==> src/rtl/adpll_lock_ctrl.sv <==
// adpll_lock_ctrl: ADPLL acquisition/lock sequencer (loop reset, coarse/fine gain, lock/loss, retry/fail).
// Optional holdover on loss of lock is enabled by defining ADPLL_LOCK_HOLDOVER_EN.
module adpll_lock_ctrl #(
    parameter int PE_W       = 12,
    parameter int RST_CYC    = 16,
    parameter int FINE_TOL   = 64,
    parameter int FINE_CNT   = 8,
    parameter int LOCK_TOL   = 8,
    parameter int LOCK_CNT   = 32,
    parameter int UNLOCK_TOL = 32,
    parameter int UNLOCK_CNT = 4,
    parameter int TIMEOUT    = 1024,
    parameter int MAX_RETRY  = 3
) (
    input  logic                   i_clk,
    input  logic                   i_rst_n,
    input  logic                   i_en,
    input  logic signed [PE_W-1:0] i_pe,
    input  logic                   i_pe_vld,
    output logic                   o_loop_rst,
    output logic                   o_gain_sel,
    output logic                   o_freeze,
    output logic                   o_lock,
    output logic                   o_lost,
    output logic                   o_fail,
    output logic [2:0]             o_state
);
    typedef enum logic [2:0] {
        S_IDLE   = 3'd0,
        S_RST    = 3'd1,
        S_COARSE = 3'd2,
        S_FINE   = 3'd3,
        S_LOCKED = 3'd4,
        S_HOLD   = 3'd5,
        S_FAIL   = 3'd6
    } state_t;

    localparam int TCW = $clog2(((FINE_CNT > LOCK_CNT) ? FINE_CNT : LOCK_CNT) + 1);
    localparam int OCW = $clog2(UNLOCK_CNT + 1);
    localparam int TOW = $clog2(TIMEOUT + 1);
    localparam int RYW = $clog2(MAX_RETRY + 1);
    localparam int RCW = $clog2(RST_CYC + 1);

    localparam logic [PE_W-1:0] ABS_MAX      = {1'b0, {(PE_W-1){1'b1}}};
    localparam logic [PE_W-1:0] FINE_TOL_V   = PE_W'(FINE_TOL);
    localparam logic [PE_W-1:0] LOCK_TOL_V   = PE_W'(LOCK_TOL);
    localparam logic [PE_W-1:0] UNLOCK_TOL_V = PE_W'(UNLOCK_TOL);
    localparam logic [TCW-1:0]  FINE_CNT_V   = TCW'(FINE_CNT);
    localparam logic [TCW-1:0]  LOCK_CNT_V   = TCW'(LOCK_CNT);
    localparam logic [OCW-1:0]  UNLOCK_CNT_V = OCW'(UNLOCK_CNT);
    localparam logic [TOW-1:0]  TIMEOUT_V    = TOW'(TIMEOUT);
    localparam logic [RYW-1:0]  MAX_RETRY_V  = RYW'(MAX_RETRY);
    localparam logic [RCW-1:0]  RST_LOAD     = RCW'(RST_CYC - 1);

    state_t          state, state_nxt;
    logic [TCW-1:0]  tol_cnt, tol_nxt, tol_inc;
    logic [OCW-1:0]  out_cnt, out_nxt, out_inc;
    logic [TOW-1:0]  to_cnt, to_nxt, to_inc;
    logic [RYW-1:0]  retry_cnt, retry_nxt;
    logic [RCW-1:0]  rst_cnt, rst_nxt;
    logic [PE_W-1:0] abs_err;
    logic            lost_nxt;

`ifdef ADPLL_LOCK_HOLDOVER_EN
    localparam int HOLD_N = 16;
    localparam int HW     = $clog2(HOLD_N + 1);
    localparam logic [HW-1:0]  HOLD_N_V     = HW'(HOLD_N);
    localparam logic [TCW-1:0] RELOCK_CNT_V = TCW'(LOCK_CNT / 4);
    logic [HW-1:0] hold_cnt, hold_nxt, hold_inc;
    assign hold_inc = (hold_cnt == '1) ? hold_cnt : hold_cnt + 1'b1;
`endif

    // Most-negative sample saturates so it can never alias to a small magnitude.
    always_comb begin
        if (i_pe[PE_W-1] && (i_pe[PE_W-2:0] == '0)) abs_err = ABS_MAX;
        else if (i_pe[PE_W-1])                       abs_err = $unsigned(-i_pe);
        else                                         abs_err = $unsigned(i_pe);
    end

    assign tol_inc = (tol_cnt == '1) ? tol_cnt : tol_cnt + 1'b1;
    assign out_inc = (out_cnt == '1) ? out_cnt : out_cnt + 1'b1;
    assign to_inc  = (to_cnt  == '1) ? to_cnt  : to_cnt  + 1'b1;

    always_comb begin
        state_nxt = state;
        tol_nxt   = tol_cnt;
        out_nxt   = out_cnt;
        to_nxt    = to_cnt;
        retry_nxt = retry_cnt;
        rst_nxt   = rst_cnt;
        lost_nxt  = 1'b0;
`ifdef ADPLL_LOCK_HOLDOVER_EN
        hold_nxt  = hold_cnt;
`endif
        if (!i_en) begin
            state_nxt = S_IDLE;
            tol_nxt   = '0;
            out_nxt   = '0;
            to_nxt    = '0;
            retry_nxt = '0;
            rst_nxt   = '0;
`ifdef ADPLL_LOCK_HOLDOVER_EN
            hold_nxt  = '0;
`endif
        end else begin
            case (state)
                S_IDLE: begin
                    state_nxt = S_RST;
                    retry_nxt = '0;
                    rst_nxt   = RST_LOAD;
                end
                S_RST: begin
                    tol_nxt = '0;
                    out_nxt = '0;
                    to_nxt  = '0;
                    if (rst_cnt == '0) state_nxt = S_COARSE;
                    else               rst_nxt   = rst_cnt - 1'b1;
                end
                S_COARSE, S_FINE: if (i_pe_vld) begin
                    to_nxt = to_inc;
                    // Timeout takes priority over any promotion on the same sample.
                    if (to_inc == TIMEOUT_V) begin
                        tol_nxt = '0;
                        if (retry_cnt < MAX_RETRY_V) begin
                            retry_nxt = retry_cnt + 1'b1;
                            rst_nxt   = RST_LOAD;
                            state_nxt = S_RST;
                        end else begin
                            state_nxt = S_FAIL;
                        end
                    end else if (state == S_COARSE) begin
                        if (abs_err <= FINE_TOL_V) begin
                            if (tol_inc == FINE_CNT_V) begin
                                state_nxt = S_FINE;
                                tol_nxt   = '0;
                            end else begin
                                tol_nxt = tol_inc;
                            end
                        end else begin
                            tol_nxt = '0;
                        end
                    end else if (abs_err > FINE_TOL_V) begin
                        state_nxt = S_COARSE;
                        tol_nxt   = '0;
                    end else if (abs_err <= LOCK_TOL_V) begin
                        if (tol_inc == LOCK_CNT_V) begin
                            state_nxt = S_LOCKED;
                            tol_nxt   = '0;
                            out_nxt   = '0;
                        end else begin
                            tol_nxt = tol_inc;
                        end
                    end else begin
                        tol_nxt = '0;
                    end
                end
                S_LOCKED: if (i_pe_vld) begin
                    if (abs_err > UNLOCK_TOL_V) begin
                        if (out_inc == UNLOCK_CNT_V) begin
                            lost_nxt = 1'b1;
                            out_nxt  = '0;
                            tol_nxt  = '0;
`ifdef ADPLL_LOCK_HOLDOVER_EN
                            state_nxt = S_HOLD;
                            hold_nxt  = '0;
`else
                            state_nxt = S_COARSE;
                            to_nxt    = '0;
`endif
                        end else begin
                            out_nxt = out_inc;
                        end
                    end else begin
                        out_nxt = '0;
                    end
                end
`ifdef ADPLL_LOCK_HOLDOVER_EN
                S_HOLD: if (i_pe_vld) begin
                    hold_nxt = hold_inc;
                    if ((abs_err <= LOCK_TOL_V) && (tol_inc == RELOCK_CNT_V)) begin
                        state_nxt = S_LOCKED;
                        tol_nxt   = '0;
                        out_nxt   = '0;
                    end else if (hold_inc == HOLD_N_V) begin
                        state_nxt = S_RST;
                        retry_nxt = '0;
                        rst_nxt   = RST_LOAD;
                    end else if (abs_err <= LOCK_TOL_V) begin
                        tol_nxt = tol_inc;
                    end else begin
                        tol_nxt = '0;
                    end
                end
`endif
                S_FAIL: begin
                end
                default: state_nxt = S_IDLE;
            endcase
        end
    end

    // Outputs are registered from next state so they line up with the state register.
    always_ff @(posedge i_clk or negedge i_rst_n) begin
        if (!i_rst_n) begin
            state      <= S_IDLE;
            tol_cnt    <= '0;
            out_cnt    <= '0;
            to_cnt     <= '0;
            retry_cnt  <= '0;
            rst_cnt    <= '0;
            o_loop_rst <= 1'b1;
            o_gain_sel <= 1'b0;
            o_lock     <= 1'b0;
            o_lost     <= 1'b0;
            o_fail     <= 1'b0;
        end else begin
            state      <= state_nxt;
            tol_cnt    <= tol_nxt;
            out_cnt    <= out_nxt;
            to_cnt     <= to_nxt;
            retry_cnt  <= retry_nxt;
            rst_cnt    <= rst_nxt;
            o_loop_rst <= (state_nxt == S_IDLE) || (state_nxt == S_RST) || (state_nxt == S_FAIL);
            o_gain_sel <= (state_nxt == S_FINE) || (state_nxt == S_LOCKED) || (state_nxt == S_HOLD);
            o_lock     <= (state_nxt == S_LOCKED);
            o_lost     <= lost_nxt;
            o_fail     <= (state_nxt == S_FAIL);
        end
    end

`ifdef ADPLL_LOCK_HOLDOVER_EN
    always_ff @(posedge i_clk or negedge i_rst_n) begin
        if (!i_rst_n) begin
            hold_cnt <= '0;
            o_freeze <= 1'b0;
        end else begin
            hold_cnt <= hold_nxt;
            o_freeze <= (state_nxt == S_HOLD);
        end
    end
`else
    assign o_freeze = 1'b0;
`endif

    assign o_state = state;

endmodule
==> config.mk <==
export PLATFORM = sky130hd
export DESIGN_NAME = adpll_lock_ctrl
export DESIGN_NICKNAME = d
export VERILOG_FILES = /design/src/rtl/adpll_lock_ctrl.sv
export SDC_FILE = /design/constraint.sdc
export NUM_CORES = 1
export LEC_CHECK = 0
export ABC_AREA = 0
export CORE_UTILIZATION = 51
export DETAILED_ROUTE_END_ITERATION = 8
export GPL_ROUTABILITY_DRIVEN = 0
export PLACE_DENSITY = 0.72
export SYNTH_ARGS = -nofsm -noshare
export SYNTH_HDL_FRONTEND = slang
export SYNTH_SLANG_ARGS = --single-unit
==> constraint.sdc <==
create_clock -name i_clk -period 6.2 [get_ports i_clk]
set_input_delay 0.62 -clock i_clk [delete_from_list [all_inputs] [get_ports i_clk]]
set_output_delay 0.62 -clock i_clk [all_outputs]
set_load 0.02 [all_outputs]
Word level (Yosys, flattened, before mapping)
Index checks and enable logic that the tools add are counted.
{ "totals": {"latch_bits": 0, "rom_bits": 0, "regBits": 35, "memories": 0, "ram_bits": 0, "inputBits": 16} }
{ "op_classes": {"n_bitwise": 0, "shifts": 0, "eq_ne": 32, "muxes": 66, "magnitude_cmp": 5, "n_reduce_logical": 14, "div": 0, "n_mul": 0, "n_addsub": 6} }
{ "op_table": {"columns": ["operator", "n"], "rows": [
  ["2-to-1 mux 6 bit", 13],
  ["2-to-1 mux 3 bit", 25],
  ["2-to-1 mux 11 bit", 6],
  ["inequality test 3 bit (second input constant)", 12],
  ["one-hot mux 11 bit (3 select lines)", 1],
  ["2-to-1 mux 5 bit", 5],
  ["2-to-1 mux 12 bit", 2],
  ["== test 11 bit (second input constant)", 2],
  ["== test 3 bit (second input constant)", 7],
  ["one-hot mux 6 bit (3 select lines)", 1],
  ["one-hot mux 3 bit (5 select lines)", 1],
  ["one-hot mux 5 bit (3 select lines)", 1],
  ["== test 6 bit (second input constant)", 2],
  ["greater-than comparator 12 x 6 -> 1 bit (second input constant)", 1],
  ["greater-than comparator 12 x 7 -> 1 bit (second input constant)", 1],
  ["less-or-equal comparator 12 x 4 -> 1 bit (second input constant)", 1],
  ["less-or-equal comparator 12 x 7 -> 1 bit (second input constant)", 1],
  ["negator 12 bit", 1],
  ["adder 11 x 1 -> 11 bit (second input constant)", 1],
  ["logical NOT 11 bit", 1],
  ["AND reduction 5 bit", 2],
  ["== test 3 x 2 -> 1 bit (second input constant)", 3],
  ["one-hot mux 3 bit (3 select lines)", 1],
  ["2-to-1 mux 2 bit", 4],
  ["other kinds (18)", 28]
]} }

Depth between registers and ports, before layout
{ "logic_depth": {"word_depth": 14, "depth_mapped": 12, "depth_no_buf": 10} }

Worst setup path before layout
No wires, ideal clock.
{ "synth_path": {"path_kind": "input to register", "start": "input i_pe[0]", "end": "register out_cnt[1]", "setup_time_ps": 126, "t_arrival_ps": 2642, "t_required_ps": 6074, "path_slack_ps": 3432, "path_stages": 10, "path_buffers": 0, "path_cell_list": "inv_1 ha_1 or3b_2 o32ai_1 and2_1 a21oi_1 nor4_1 a41o_1 a21boi_0 o21ai_0"} }
{ "synth_via": {"elab_chain_len": 8, "word_cells_on_any_way": 15} }
{ "synth_lines": {"columns": ["element", "line_no", "rtl"], "rows": [
  ["from (decl)", "18", "input logic signed [PE_W-1:0] i_pe,"],
  ["negator 12 bit or logical NOT 11 bit (tied branches)", "76, 75", null],
  ["2-to-1 mux 12 bit or logical AND 1 bit (tied branches)", "76, 75", null],
  ["2-to-1 mux 12 bit (*)", "75", "if (i_pe[PE_W-1] && (i_pe[PE_W-2:0] == '0)) abs_err = ABS_MAX;"],
  ["greater-than comparator 12 x 6 -> 1 bit", "158", "if (abs_err > UNLOCK_TOL_V) begin"],
  ["2-to-1 mux 3 bit", "158", null],
  ["2-to-1 mux 3 bit", "157", "S_LOCKED: if (i_pe_vld) begin"],
  ["one-hot mux 3 bit (3 select lines)", "106", "case (state)"],
  ["2-to-1 mux 3 bit", "95", "if (!i_en) begin"],
  ["to (signal assigned)", "219", "out_cnt <= out_nxt;"],
  ["to (decl)", "57", "logic [OCW-1:0] out_cnt, out_nxt, out_inc;"]
]} }
Mark *: on every way between the ends. The rest lies on a longest branch, timed or not. The select of a mux whose other input is x is not followed.
A chain may end at the register's enable or synchronous reset.

Final worst setup path
{ "layout_path": {"start": "input i_pe[11]", "end": "register to_cnt[0]"} }
{ "layout_via": {"elab_chain_len": 6, "word_cells_on_any_way": 7} }
{ "layout_lines": {"columns": ["element", "line_no", "rtl"], "rows": [
  ["negator 12 bit", "76", "else if (i_pe[PE_W-1]) abs_err = $unsigned(-i_pe);"],
  ["2-to-1 mux 12 bit", "76", null],
  ["2-to-1 mux 12 bit (*)", "75", null],
  ["greater-than comparator 12 x 6 -> 1 bit (*)", "158", null],
  ["inequality test 3 bit (no line) (*)", null, null],
  ["AND reduction 5 bit (no line) (*)", null, null],
  ["to (signal assigned)", "220", "to_cnt <= to_nxt;"],
  ["to (decl)", "58", "logic [TOW-1:0] to_cnt, to_nxt, to_inc;"]
]} }
Mark *: on every way between the ends. The rest lies on a longest branch, timed or not.

==> metrics.yaml <==
run_status:
  run_status: "completed"
drt:
  vias_per_instance: 6.17
  met2RoutedLength_um: 2930
  remaining_drc_errors: 0
  wl_um: 6370
  wl_per_cell_um: 15.3
  initialDrtViolationCount: 220
  top_layer_used: "met4"
  m1WireLength_um: 3080
  via_count_of_the_routed_design: 2568
  drtAntennaViolNets: 0
  met3_length_um: 295
  pre_antenna_drt_iters: 5
setup_path:
  crit-reg2reg-capture: "o_gain_sel"
  worstSetupPathType: "in2reg"
  required_ns: 6.37
  cp.arrival_ns: 3.71
  timing.critical_path.buf_inv: 1
  critical_path_peak_fanout: 17
  ff2ff_setup_slack_ns: 3.18
  critPathSlowestCell: "clkdlybuf4s50_1"
  critical_path.cell_chain: "clkdlybuf4s50_1, nor4b_1, o2111ai_1, and2_1, a22oi_1, o21ai_1, o2111ai_2, o21ai_0, mux2_2"
  critical-path-top-delay-family: "compound AO/OA/AOI/OAI gates"
  ff2ff_path_depth: 9
  cpPeakStageDelay_ns: 0.77
  crit_path_end_kind: "flip-flop"
  cp-start-kind: "primary input"
  r2r-start: "to_cnt[0]"
place:
  dp.cells: 408
  place.port_buffers: 23
  place.detailed.hpwl_um: 4650
  dp_slack_ns: 2.42
sta:
  setup-tns-final_ns: 0
  layout_min_cycle_time_ns: 3.54
  final.hold.worst_slack_ns: 0.416
  worst_clock_skew_ns: 0.00549
  final-setup-viol-count: 0
  rsz0062_at_grt: "false"
  timing_hold_violations_final: 0
  postLayoutSetupSlackWorst_ns: 2.66
  report.final.slew_viol_count: 0
  worst_slew_pin_slew_ns: 0.829
  slew_headroom_pct: 44.3
  maximum_achievable_frequency_ghz: 0.283
  final_min_period_over_clock_period_pct: 57.1
synth:
  synth_seq_area_share_pct: 31.9
  synthesis.yosys.warnings: 0
  post_synth_num_cell_types: 63
  post_synth.cell_area_avg_um2: 8.24
  post_syn_area_um2: 2750
  synth.ff_latch_count: 35
  synth_area_leaders: "dfrtp_1 31%, nor2_1 5.2%, a21oi_1 4.5%"
  netlist.top_cell.by_area: "dfrtp_1"
  postSynthNetCount: 357
  ys.flop_type: "dfrtp_1"
  synth_async_sr_flop_share_pct: 100
  postSynthCellCount: 334
  area_share_of_the_leading_cell_type_in_the_synthesized_netlist_pct: 30.9
  synth_enable_flop_cells: 0
grt:
  antenna_found_initial: 0
  globalRouteOverflowTotal: 0
  grt.total_usage_pct: 24.9
  grt_start_max_net_pins: 36
  first_global_vias: 2382
  grt_first_pass_wirelength_um: 10800
clock_tree:
  postCtsResizedCells: 0
  cts_tree: "done"
  clock-root-buffer: "clkbuf_8"
  tritoncts.num_buffers: 5
  clock_tree.buffer_depth: 2
  clk-insertion-delay-late_ns: 0.29
  clkSinkCount: 35
  clk_transition_reported_paths_ns: 0.07
  postCtsSetupRepairBufs: 0
  htree_num_levels: 2
  holdBufCountCts: 0
run:
  maxCapViolCount: 0
die:
  io-pin-count: 25
  rows: 26
  die_y_um: 75.5
  overall_die_area_um2: 5690
  starting_utilization_of_the_core_area_pct: 53.5
  die_width_um: 75.5
  floorplan.core_area_um2: 5140
min_path:
  timing.hold.worst.class: "in2async"
finish:
  final_cell_mix: "38 x nor2_1, 34 x dfrtp_1, 25 x a21oi_1, 22 x nand2_1, 22 x clkdlybuf4s50_1"
  final_layout_size_suffix_gt1_share_pct: 6.94
  final-seq-area_um2: 877
  insertedDiodeCount: 0
  final_util_pct: 59.7
  final_nets: 368
  area_occupied_by_multi_input_gates_um2: 1710
  stdcell_count: 416
  nFillCells: 487
  layout.cells.most_common: "nor2_1"
  flow.area_growth_from_synthesis_pct: 11.5
power:
  power_per_cell_area_nw_per_um2: 203
  vdd_ir_drop_max_mv: 0.153
  p_leak_nw: 1.20
[cells in the mapped netlist (3+ instances only)]
cell and count:
a31oi_1 12, mux2i_1 6, o211ai_1 4, nand3_1 17, buf_2 6, a41oi_1 4
nand2b_1 6, dfrtp_1 34, a21oi_1 25, xnor2_1 6, nand2_1 22, a311oi_1 5
clkbuf_1 9, a21boi_0 5, a22o_1 3, o21ai_0 13, and3_1 5, and4b_1 3
nor4_1 3, ha_1 7, nor2b_1 6, nand4_1 11, and2_1 5, a22oi_1 3
nor2_1 38, inv_1 17, nor3_1 11
[report_power, final]
group | leakage (nW) | internal, mW | switching, mW | total [mW]
Sequential | 0.476 | 0.244 | 0.0193 | 0.263
Combinational | 0.675 | 0.0718 | 0.106 | 0.178
Clock | 0.0515 | 0.101 | 0.0807 | 0.182
Total | 1.20 | 0.417 | 0.206 | 0.623
[worst register-to-register path, delay by kind of cell (launching register included)]
family          cells  cell delay (ns)
compound gates      4             1.12
simple gates        3             0.90
flops               1             0.43
fa+ha+maj           1             0.29
mux                 1             0.22
[flip-flops by register name (all words and copies together), names as in the netlist, 2 cells and up]
signal,flops
rst_cnt,5
out_cnt,3
tol_cnt,6
to_cnt,11
retry_cnt,2
o_state,3
[worst max-delay path by stage]
stage	from	cells past startpoint	endpoint	slack [ns]
after CTS	i_pe[11]	9	to_cnt[0]	2.71
after global placement	i_pe[11]	9	to_cnt[0]	2.52
final	i_pe[11]	9	to_cnt[0]	2.66
after global routing	i_pe[11]	9	to_cnt[0]	2.26
after detailed placement	i_pe[11]	9	to_cnt[0]	2.42
after floorplan	i_pe[0]	10	out_cnt[1]	3.43
[per-layer routing]
layer,global-route usage (%),up-vias
met5,0,-
met4,8.44,0
met3,5.16,8
met2,37.8,66
met1,35.2,1221
li1,-,1273
[cells by family (layout without fill, tap and decap cells)]
logic type / count (synthesis) / in the layout / synth area share [%]
AND/OR/NAND/NOR: 139 / 139 / 27.4
AO/OA/AOI/OAI: 99 / 99 / 25.8
buffers and inverters: 37 / 49 / 6.00
flip-flops: 35 / 35 / 31.9
XOR/XNOR: 8 / 8 / 2.55
multiplexers: 8 / 8 / 3.00
adder cells (fa/ha/maj): 7 / 7 / 3.18
other: 1 / 1 / 0.136
[cell type report]
cell class	count	area share [%]
multi-input cells	262	55.7
flip-flops and latches	35	28.6
repair buffers	23	7.34
clock buffers	8	3.26
well taps	70	2.86
inverters	18	2.20
[through the flow]
stage | total power, mW | cell area, um2
finish | 0.623 | 3070
detailed placement | 0.444 | 2970
floorplan | 0.389 | 2750
global placement | 0.440 | 2970
CTS | 0.629 | 3070
global route | 0.661 | 3070
Note: power is estimated with default switching activity, not from simulation.
